==> src/rtl/seq_slice_comparator.sv <==
// Multi-cycle magnitude comparator: scans WIDTH-bit operands SLICE bits per cycle, MSB slice first.
// Optional macro CMP_SIGNED_EN enables two's-complement compares through the is_signed input.
module seq_slice_comparator #(
    parameter int WIDTH = 32,
    parameter int SLICE = 8
) (
    input  logic             clk,
    input  logic             rst_n,
    input  logic             start,
    input  logic [WIDTH-1:0] a,
    input  logic [WIDTH-1:0] b,
    input  logic             is_signed,
    output logic             busy,
    output logic             done,
    output logic             a_lt,
    output logic             a_eq,
    output logic             a_gt
);

    localparam int NSLICE = (SLICE > 0) ? WIDTH / SLICE : 1;
    localparam int IDXW   = (NSLICE > 1) ? $clog2(NSLICE) : 1;

    localparam logic [1:0] S_IDLE = 2'd0;
    localparam logic [1:0] S_RUN  = 2'd1;
    localparam logic [1:0] S_DONE = 2'd2;

    generate
        if (WIDTH < 1 || SLICE < 1) begin : g_bad_size
            $error("seq_slice_comparator: WIDTH and SLICE must be at least 1");
        end else if (WIDTH % SLICE != 0) begin : g_bad_slice
            $error("seq_slice_comparator: WIDTH must be a multiple of SLICE");
        end
    endgenerate

    logic [1:0]       state;
    logic [IDXW-1:0]  idx;
    logic [WIDTH-1:0] a_q;
    logic [WIDTH-1:0] b_q;
    logic [WIDTH-1:0] a_cap;
    logic [WIDTH-1:0] b_cap;
    logic [SLICE-1:0] a_top;
    logic [SLICE-1:0] b_top;

`ifdef CMP_SIGNED_EN
    // Flipping both MSBs biases two's-complement values so the unsigned scan gives signed order.
    localparam logic [WIDTH-1:0] MSB_MASK = ~({WIDTH{1'b1}} >> 1);
    assign a_cap = is_signed ? (a ^ MSB_MASK) : a;
    assign b_cap = is_signed ? (b ^ MSB_MASK) : b;
`else
    logic unused_is_signed;
    assign unused_is_signed = is_signed;
    assign a_cap = a;
    assign b_cap = b;
`endif

    // Operands shift left each step, so the slice under test is always the top one.
    assign a_top = a_q[WIDTH-1 -: SLICE];
    assign b_top = b_q[WIDTH-1 -: SLICE];

    assign busy = (state == S_RUN);
    assign done = (state == S_DONE);

    always_ff @(posedge clk or negedge rst_n) begin
        if (!rst_n) begin
            state <= S_IDLE;
            idx   <= '0;
            a_q   <= '0;
            b_q   <= '0;
            a_lt  <= 1'b0;
            a_eq  <= 1'b0;
            a_gt  <= 1'b0;
        end else begin
            case (state)
                S_IDLE, S_DONE: begin
                    if (start) begin
                        a_q   <= a_cap;
                        b_q   <= b_cap;
                        idx   <= IDXW'(NSLICE - 1);
                        a_lt  <= 1'b0;
                        a_eq  <= 1'b0;
                        a_gt  <= 1'b0;
                        state <= S_RUN;
                    end else if (state == S_DONE) begin
                        state <= S_IDLE;
                    end
                end
                S_RUN: begin
                    if (a_top < b_top) begin
                        a_lt  <= 1'b1;
                        state <= S_DONE;
                    end else if (a_top > b_top) begin
                        a_gt  <= 1'b1;
                        state <= S_DONE;
                    end else if (idx == '0) begin
                        a_eq  <= 1'b1;
                        state <= S_DONE;
                    end else begin
                        idx <= idx - 1'b1;
                        a_q <= a_q << SLICE;
                        b_q <= b_q << SLICE;
                    end
                end
                default: state <= S_IDLE;
            endcase
        end
    end

endmodule

==> config.mk <==
export PLATFORM = sky130hd
export DESIGN_NAME = seq_slice_comparator
export DESIGN_NICKNAME = d
export VERILOG_FILES = /design/src/rtl/seq_slice_comparator.sv
export SDC_FILE = /design/constraint.sdc
export NUM_CORES = 1
export LEC_CHECK = 0
export BUFFER_PORTS_ARGS = -buffer_cell sky130_fd_sc_hd__buf_2
export CAP_MARGIN = 15
export CELL_PAD_IN_SITES_DETAIL_PLACEMENT = 2
export CELL_PAD_IN_SITES_GLOBAL_PLACEMENT = 2
export CORE_MARGIN = 2
export CORE_UTILIZATION = 34
export DETAILED_ROUTE_END_ITERATION = 8
export GPL_TIMING_DRIVEN = 0
export HOLD_SLACK_MARGIN = 0.06
export PLACE_DENSITY = 0.85
export SYNTH_ARGS = -nofsm -noshare
export SYNTH_HDL_FRONTEND = slang
export SYNTH_SLANG_ARGS = --single-unit
==> constraint.sdc <==
create_clock -name clk -period 2.36 [get_ports clk]
set_input_delay 0.236 -clock clk [delete_from_list [all_inputs] [get_ports clk]]
set_output_delay 0.236 -clock clk [all_outputs]
set_load 0.02 [all_outputs]
== Word level (Yosys, flattened, before mapping) ==
Cells that the tools add are included.
Widths: inputs -> output; s select.

* $add $sub $neg: 1
* $lt $le $gt $ge: 2
* Equal/unequal tests: 11
* Multiplexer cells: 31
* Reductions and logical operators: 9

{| class="wikitable"
|+ Operator list
! kind !! count
|-
| $mux 32 || 8
|-
| $pmux 32 s2 || 2
|-
| $mux 2 || 9
|-
| $reduce_and 5->1 || 2
|-
| $gt 8x8->1 || 1
|-
| $lt 8x8->1 || 1
|-
| $ne 2x2->1 const B || 4
|-
| $pmux 2 s2 || 2
|-
| $mux 1 || 7
|-
| $ne 2x1->1 const B || 3
|-
| $pmux 1 s2 || 3
|-
| $logic_not 2->1 || 2
|-
| $ne 4x1->1 const B || 1
|-
| $reduce_and 4->1 || 1
|-
| $ne 3x3->1 const B || 1
|-
| $reduce_and 3->1 || 1
|-
| $eq 2x1->1 const B || 1
|-
| $eq 2x2->1 const B || 1
|-
| $reduce_and 2->1 || 1
|-
| $reduce_bool 2->1 || 1
|-
| $reduce_or 2->1 || 1
|-
| $sub 2x1->2 const B || 1
|}

* Bits in registers: 71
* Bits of input ports: 68
* Output and inout port bits: 5
* Word-level logic and storage cells: 61

== Depth between registers and ports, before layout ==
Gate-level depths: netlist of run 1.

* Depth in word-level cells: 5
* Depth in mapped cells: 9
* Gate-level depth less buffers: 7

== Least setup slack after synthesis of run 1 ==
OpenSTA, ideal clock, no wires.

* Path type: flip-flop to flip-flop
* From: register a_q[25]
* To: register b_q[10]
* Library setup time: 0.123 ns
* Arrival time: 1.773 ns
* Required time: 2.237 ns
* Path slack: 0.464 ns
* Cell stages (with the launch flop): 8
* Buffers on the path: 1
* Clock period less this slack: 1.896 ns
* Cell sequence: dfrtp_1 ha_1 nor2b_1 o211a_1 o311ai_4 and2_1 buf_2 o21ai_1

* Word-level cells in the longest chain between the ends: 3
* Elaborated cells on any way between the ends: 5
* Classes of those cells: order compare: 2; eq/ne: 2; reduce/logical: 1

{| class="wikitable"
|+ Ends and longest elaborated chain
! what !! line !! RTL
|-
| start, declared || 37 || <nowiki>logic [WIDTH-1:0] a_q;</nowiki>
|-
| start signal, assigned || 76 || <nowiki>a_q <= a_cap;</nowiki>
|-
| start signal, assigned || 99 || <nowiki>a_q <= a_q << SLICE;</nowiki>
|-
| $gt 8x8->1 / $lt 8x8->1 (equally long branches) || 91, 88 ||
|-
| $ne 2x2->1 (no line) || -- ||
|-
| $reduce_and 5->1 (no line) * || -- ||
|-
| end signal, assigned || 77 || <nowiki>b_q <= b_cap;</nowiki>
|-
| end signal, assigned || 100 || <nowiki>b_q <= b_q << SLICE;</nowiki>
|-
| end, declared || 38 || <nowiki>logic [WIDTH-1:0] b_q;</nowiki>
|}

Mark *: on every way between the ends. The rest lies on a longest branch, timed or not.
A chain may end at the register's enable or synchronous reset.

== Worst setup path in the final report of run 1 ==
* From: register state[0]
* To: output port busy

* Word-level cells in the longest chain between the ends: 1

{| class="wikitable"
|+ Ends and longest elaborated chain
! what !! line !! RTL
|-
| start, declared || 35 || <nowiki>logic [1:0] state;</nowiki>
|-
| start signal, assigned || 65 || <nowiki>state <= S_IDLE;</nowiki>
|-
| start signal, assigned || 82 || <nowiki>state <= S_RUN;</nowiki>
|-
| start signal, assigned || 84 || <nowiki>state <= S_IDLE;</nowiki>
|-
| $eq 2x1->1 || 60 || <nowiki>assign busy = (state == S_RUN);</nowiki>
|-
| end, declared || 13 || <nowiki>output logic busy,</nowiki>
|}

Every way passes these cells.

==> metrics, run 1 <==
status=finished, final reports clean; element type at the critical path start=register; mean routed wirelength per cell=19.5 um; maxcap violations=0; commonest non-fill, non-tap cells in the layout=buf_2, dfrtp_1, nand3_1; RSZ-0062 raised after global routing=false; final total power=3.30 mW; Top Ports=73; footprint of the multi-input gates=1490 sq um; first-iteration detailed-routing DRC count=100; Site Rows=36; #FFs+latches synth=71; CTS tree=done; maximum VDD drop=0.250 mV; routability cong.=0.782; vias in the first global route=3500; critical path arrival=1.99 ns; setup TNS=0 ns; PwrDens=765 nW/um^2; IO Port Bufs=71; DP Wirelength=7.84 mm; mapped cell area=3440 sq um; number of synthesis warnings=0; crit path time final=2.22 ns; FF-to-FF path depth=7; total gr overflow=0; CTS H-tree lvls=3; final setup skew=0.0127 ns; Yosys cell types=25; kind of critical path=register to output port; Routed Antenna Nets=0; Max clock buf depth=2; Crit. End Element=output port; CTS Buf Count=9; first-pass GRT wire length=18.6 mm; Slew HR=55.0%; Hold/Removal Path Class=primary input to register; fmax=0.450 GHz; Initial Util=35.0%; area grow syn2layout=25.6%; Sinks on Clock Net=71; vias per cell=5.16; Pleak=2.11 nW; WL final=11.3 mm; worst slew pin tran=0.676 ns; area of the core=9820 sq um; antenna violations before repair=0; FF/Latch Area=1780 sq um; DR vias=2981; # Post-CTS Setup Buffers=0; Die Area=10900 sq um; # DRC=0; GRT Total Usage=22.2%; commonest non-fill, non-tap cell in the layout=buf_2; post-synthesis cell count=345; DRT Pass-1 Iters=4; Final Setup Violations=0; Worst Path Required=2.12 ns; Worst Path Max Fanout=10; clk_lat worst skew=0.37 ns; largest net degree at the start of global routing=71; Worst Hold Depth=3; die width=105 um; max-slew violations=0; antenna fix cells=0; Worst-path clk slew=0.08 ns; nets=517; CTS Root Cell=clkbuf_8; fillers=1127; Final Hold Fails=0; proportion of layout cells with a drive suffix above 1=24.5%; Die Ht=105 um; synthesized area per cell=9.97 sq um; Tcrit/Tclk final=94.2%; syn_nets=422; post-synthesis sequential area ratio=51.7%
-- through the flow --
stage	setup WS [ns]	hold WS (ns)	instance area [sq um]	std cells	utilization (%)
floorplan	0.464	-0.0596	3440	345	-
global placement	0.172	0.429	3960	549	40.3
detailed placement	0.0562	0.0362	3990	550	40.6
CTS	0.0421	0.0627	4300	578	43.8
global route	0.0247	0.0616	4320	578	44.0
finish	0.136	0.0667	4320	578	44.0
-- cells in the mapped netlist --
cell type / count / area (sq um)
buf_2: 10 / 50.1
a22o_1: 1 / 8.76
o31ai_1: 1 / 7.51
and2_1: 1 / 6.26
inv_2: 1 / 3.75
nand3_1: 65 / 325
o311ai_4: 1 / 26.3
buf_4: 2 / 15.0
buf_1: 2 / 7.51
o21ai_0: 32 / 160
o41a_1: 1 / 11.3
nand2_1: 36 / 135
nand4_1: 2 / 12.5
mux2i_1: 48 / 480
a21oi_1: 5 / 25.0
nand2b_1: 3 / 18.8
o211a_1: 1 / 10.0
inv_1: 12 / 45.0
dfrtp_1: 71 / 1780
o21ai_1: 20 / 100
ha_1: 9 / 113
buf_6: 2 / 22.5
nor2b_1: 3 / 18.8
nor2_1: 5 / 18.8
clkbuf_1: 11 / 41.3
-- cells by family after synthesis --
family / after synthesis / synth area share (%)
and+or+nand+nor: 115 / 15.6
DFF: 71 / 51.7
AOI/OAI and AO/OA: 62 / 10.1
muxes: 48 / 14.0
buffers and inverters: 40 / 5.38
adders and majority gates: 9 / 3.27
-- repair_timing --
item | in CTS | in global routing
resized for setup | 1 | 9
hold endpoints to repair | 82 | 0
pin swaps | 0 | 1
hold buffers | 12 | 0
endpoints found under the setup margin | 2 | 48
-- power breakdown --
group | switching, mW | total, mW | internal [mW]
sequential | 0.133 | 1.55 | 1.42
combinational | 0.442 | 0.753 | 0.311
clock | 0.485 | 0.998 | 0.513
total | 1.06 | 3.30 | 2.24
-- layout make-up --
class | count | area share (%)
flip-flops and latches | 71 | 41.1
multi-input cells | 234 | 34.4
repair buffers | 84 | 11.7
well taps | 133 | 3.85
plain buffers | 27 | 3.42
clock buffers | 12 | 3.36
inverters | 13 | 1.13
clock inverters | 4 | 1.04
-- sequential cells by signal, summed over array words and instances, names as in the netlist --
register  count
a_q          32
b_q          32
idx           2
state         2
a_eq          1
a_gt          1
a_lt          1
-- worst max-delay path: stages (launching register included) --
cell	delay, ns
dfrtp_1	0.45
nand2b_1	0.17
inv_2	0.16
clkbuf_1	0.54
buf_2	0.29
-- routing by layer --
| metal | track usage [%] | up-vias | wire length (um) |
|---|---|---|---|
| met5 | 0 | - | 0 |
| met4 | 9.52 | 0 | 326 |
| met3 | 4.62 | 24 | 317 |
| met2 | 38.8 | 60 | 5800 |
| met1 | 26.3 | 1502 | 4810 |
| li1 | - | 1395 | - |
-- final timing paths --
| path | slack, ns | endpoint | startpoint |
|---|---|---|---|
| worst max register to register | 0.15 | a_q[9] | a_q[25] |
| worst max-delay path | 0.14 | busy | state[0] |
| min in group asynchronous | 0.21 | a_q[5] | rst_n |
| worst min register to register | 0.50 | b_q[5] | b_q[5] |
| max in group asynchronous | 1.61 | b_q[21] | rst_n |
| worst min-delay path | 0.07 | b_q[1] | b[1] |
(Power assumes the default switching activity.)
==> run 2: changes to the inputs <==
--- a/config.mk
+++ b/config.mk
@@ -5,16 +5,17 @@
 export SDC_FILE = /design/constraint.sdc
 export NUM_CORES = 1
 export LEC_CHECK = 0
+export ABC_AREA = 1
 export BUFFER_PORTS_ARGS = -buffer_cell sky130_fd_sc_hd__buf_2
 export CAP_MARGIN = 15
 export CELL_PAD_IN_SITES_DETAIL_PLACEMENT = 2
 export CELL_PAD_IN_SITES_GLOBAL_PLACEMENT = 2
 export CORE_MARGIN = 2
-export CORE_UTILIZATION = 34
+export CORE_UTILIZATION = 31
 export DETAILED_ROUTE_END_ITERATION = 8
 export GPL_TIMING_DRIVEN = 0
 export HOLD_SLACK_MARGIN = 0.06
-export PLACE_DENSITY = 0.85
+export PLACE_DENSITY = 0.83
 export SYNTH_ARGS = -nofsm -noshare
 export SYNTH_HDL_FRONTEND = slang
 export SYNTH_SLANG_ARGS = --single-unit
==> run 2 against run 1 <==
  * First-iteration DRC count fell by 41%
  * Power rose by 9.4%
  * Maximum frequency rose by 4.6%
  * Non-clock buffer count fell by 15
  * Die area rose by 12%
  * Largest power group unchanged
==> metrics, run 2 <==
status=finished, final reports clean; Worst-path clk slew=0.07 ns; CTS Buf Count=9; largest net degree at the start of global routing=70; clk_lat worst skew=0.35 ns; fillers=1294; ys async rst share=100%; maximum VDD drop=0.323 mV; synth top area cells=dfrtp_1, nand2_1, o21ai_0; final setup skew=0.0113 ns; IO Port Bufs=71; CTS tree=done; Max clock buf depth=2; routed wl met3=307 um; Pleak=2.28 nW; CP peak stage delay=0.40 ns; Worst Path Max Fanout=10; Hold/Removal Path Class=primary input to register; DRT met1 WL=4.82 mm; EDFF count, synth=0; total gr overflow=0; GRT Total Usage=19.7%; Yosys cell types=25; Die Ht=111 um; count leader, synth=nand2_1; final total power=3.61 mW; #FFs+latches synth=71; element type at the critical path start=register; Finished Layout Cells=674; Crit. End Element=register; CTS Root Cell=clkbuf_16; # Post-CTS Setup Buffers=0; vias in the first global route=3703; number of synthesis warnings=0; area leader, netlist=dfrtp_1; Hold WS=0.0978 ns; mean routed wirelength per cell=16.7 um; die width=111 um; DR vias=3222; proportion of layout cells with a drive suffix above 1=22.4%; max-slew violations=0; WL final=11.3 mm; commonest non-fill, non-tap cells in the layout=nand2_1, o21ai_0, buf_2; maxcap violations=0; critical path arrival=2.37 ns; DP Area=4100 sq um; setup TNS=0 ns; routability cong.=0.757; vias per cell=4.78; footprint of the multi-input gates=1390 sq um; commonest non-fill, non-tap cell in the layout=nand2_1; final core occ=39.0%; Tcrit/Tclk final=90.1%; antenna fix cells=0; antenna violations before repair=0; r2r setup slk=0.23 ns; CP top delay family=simple AND/OR/NAND/NOR gates; Sinks on Clock Net=71; Site Rows=39; final setup margin=0.233 ns; Initial Util=31.4%; cells along the critical path=ha_1, nand2_2, nor2_2, nand2_1, nand2_2, nand4_4, nand2_4, clkbuf_4, nand2_1, o21ai_0; Top Registers=a_q x32, b_q x32; Post-synth top cells=nand2_1, o21ai_0, dfrtp_1; first-iteration detailed-routing DRC count=59; crit path time final=2.13 ns; post-synthesis cell count=442; area of the core=11300 sq um; worst slew pin tran=0.741 ns; Post-Layout Inst Area=4400 sq um; Die Area=12300 sq um; slowest cell on the critical path=dfrtp_1; mapped cell area=3540 sq um; # DRC=0; nets=603; synthesized area per cell=8.00 sq um; kind of critical path=register to register; Max Used Layer=met4; Routed Antenna Nets=0; Main synth FF type=dfrtp_1; post-synthesis sequential area ratio=50.2%; DRT Pass-1 Iters=4; Buf/Inv on CP=1; RSZ-0062 raised after global routing=false; first-pass GRT wire length=19.1 mm; syn_nets=519; Worst Path Required=2.60 ns; routed wl met2=6.02 mm; PwrDens=822 nW/um^2; CTS H-tree lvls=3; Top Ports=73; area grow syn2layout=24.3%; DP Worst Slack=0.252 ns; DP Wirelength=8.20 mm; Slew HR=50.4%; FF/Latch Area=1780 sq um; fmax=0.470 GHz; top-area cell type share of the netlist area=50.2%; DP Cell Count=657; Final Hold Fails=0; Final Setup Violations=0
run 2: cell types whose count changed in the layout (fill, tap and decap cells not counted), sizes merged, moves of 4 or more:
cell         previous run  this run
nand2                  36       137
inv                    13        70
clkbuf                 26        22
o21ai                  52       106
nand3                  65        12
mux2i                  48         0
dlygate4sd3            12         1
run 2: final timing paths:
kind                            to    start  cells past startpoint
setup / recovery           a_q[10]  a_q[31]                     10
hold / removal              a_q[2]     a[2]                      3
setup reg to reg           a_q[10]  a_q[31]                     10
hold reg to reg               a_gt     a_gt                      2
max in group asynchronous   a_q[0]    rst_n                      3
min in group asynchronous  b_q[19]    rst_n                      2
run 2: cells by family after synthesis:
logic type | Yosys count | synth area share [%]
AND/OR/NAND/NOR | 159 | 19.0
AO/OA/AOI/OAI | 112 | 17.0
buffers and inverters | 91 | 10.6
flip-flops | 71 | 50.2
adder cells (fa/ha/maj) | 9 | 3.18
run 2: final cells by class:
| type | count | share of cell area [%] |
|---|---|---|
| clock buffers | 10 | 5.44 |
| flip-flops and latches | 71 | 40.4 |
| multi-input cells | 280 | 31.5 |
| well taps | 143 | 4.07 |
| inverters | 68 | 5.81 |
| clock inverters | 6 | 0.968 |
| plain buffers | 23 | 2.79 |
| repair buffers | 73 | 9.00 |
run 2: per-layer routing:
metal | vias up | global-route usage (%)
li1 | 1555 | -
met1 | 1607 | 23.2
met2 | 48 | 36.5
met3 | 12 | 3.83
met4 | 0 | 5.00
met5 | - | 0
run 2: worst register-to-register path, cell delays in order, from the launching register on:
cell      delay [ns]
dfrtp_1         0.40
ha_1            0.32
nand2_2         0.10
nor2_2          0.14
nand2_1         0.09
nand2_2         0.13
nand4_4         0.20
nand2_4         0.19
clkbuf_4        0.26
nand2_1         0.10
o21ai_0         0.11
run 2: repair_timing:
item / CTS / global route
setup endpoints to repair: 0 / 1
hold buffers: 1 / 0
hold endpoints to repair: 71 / 0
resized for setup: 0 / 1
run 2: power breakdown:
part	internal [mW]	switching, mW
Clock	0.744	0.577
Combinational	0.275	0.526
Sequential	1.41	0.0761
Total	2.43	1.18
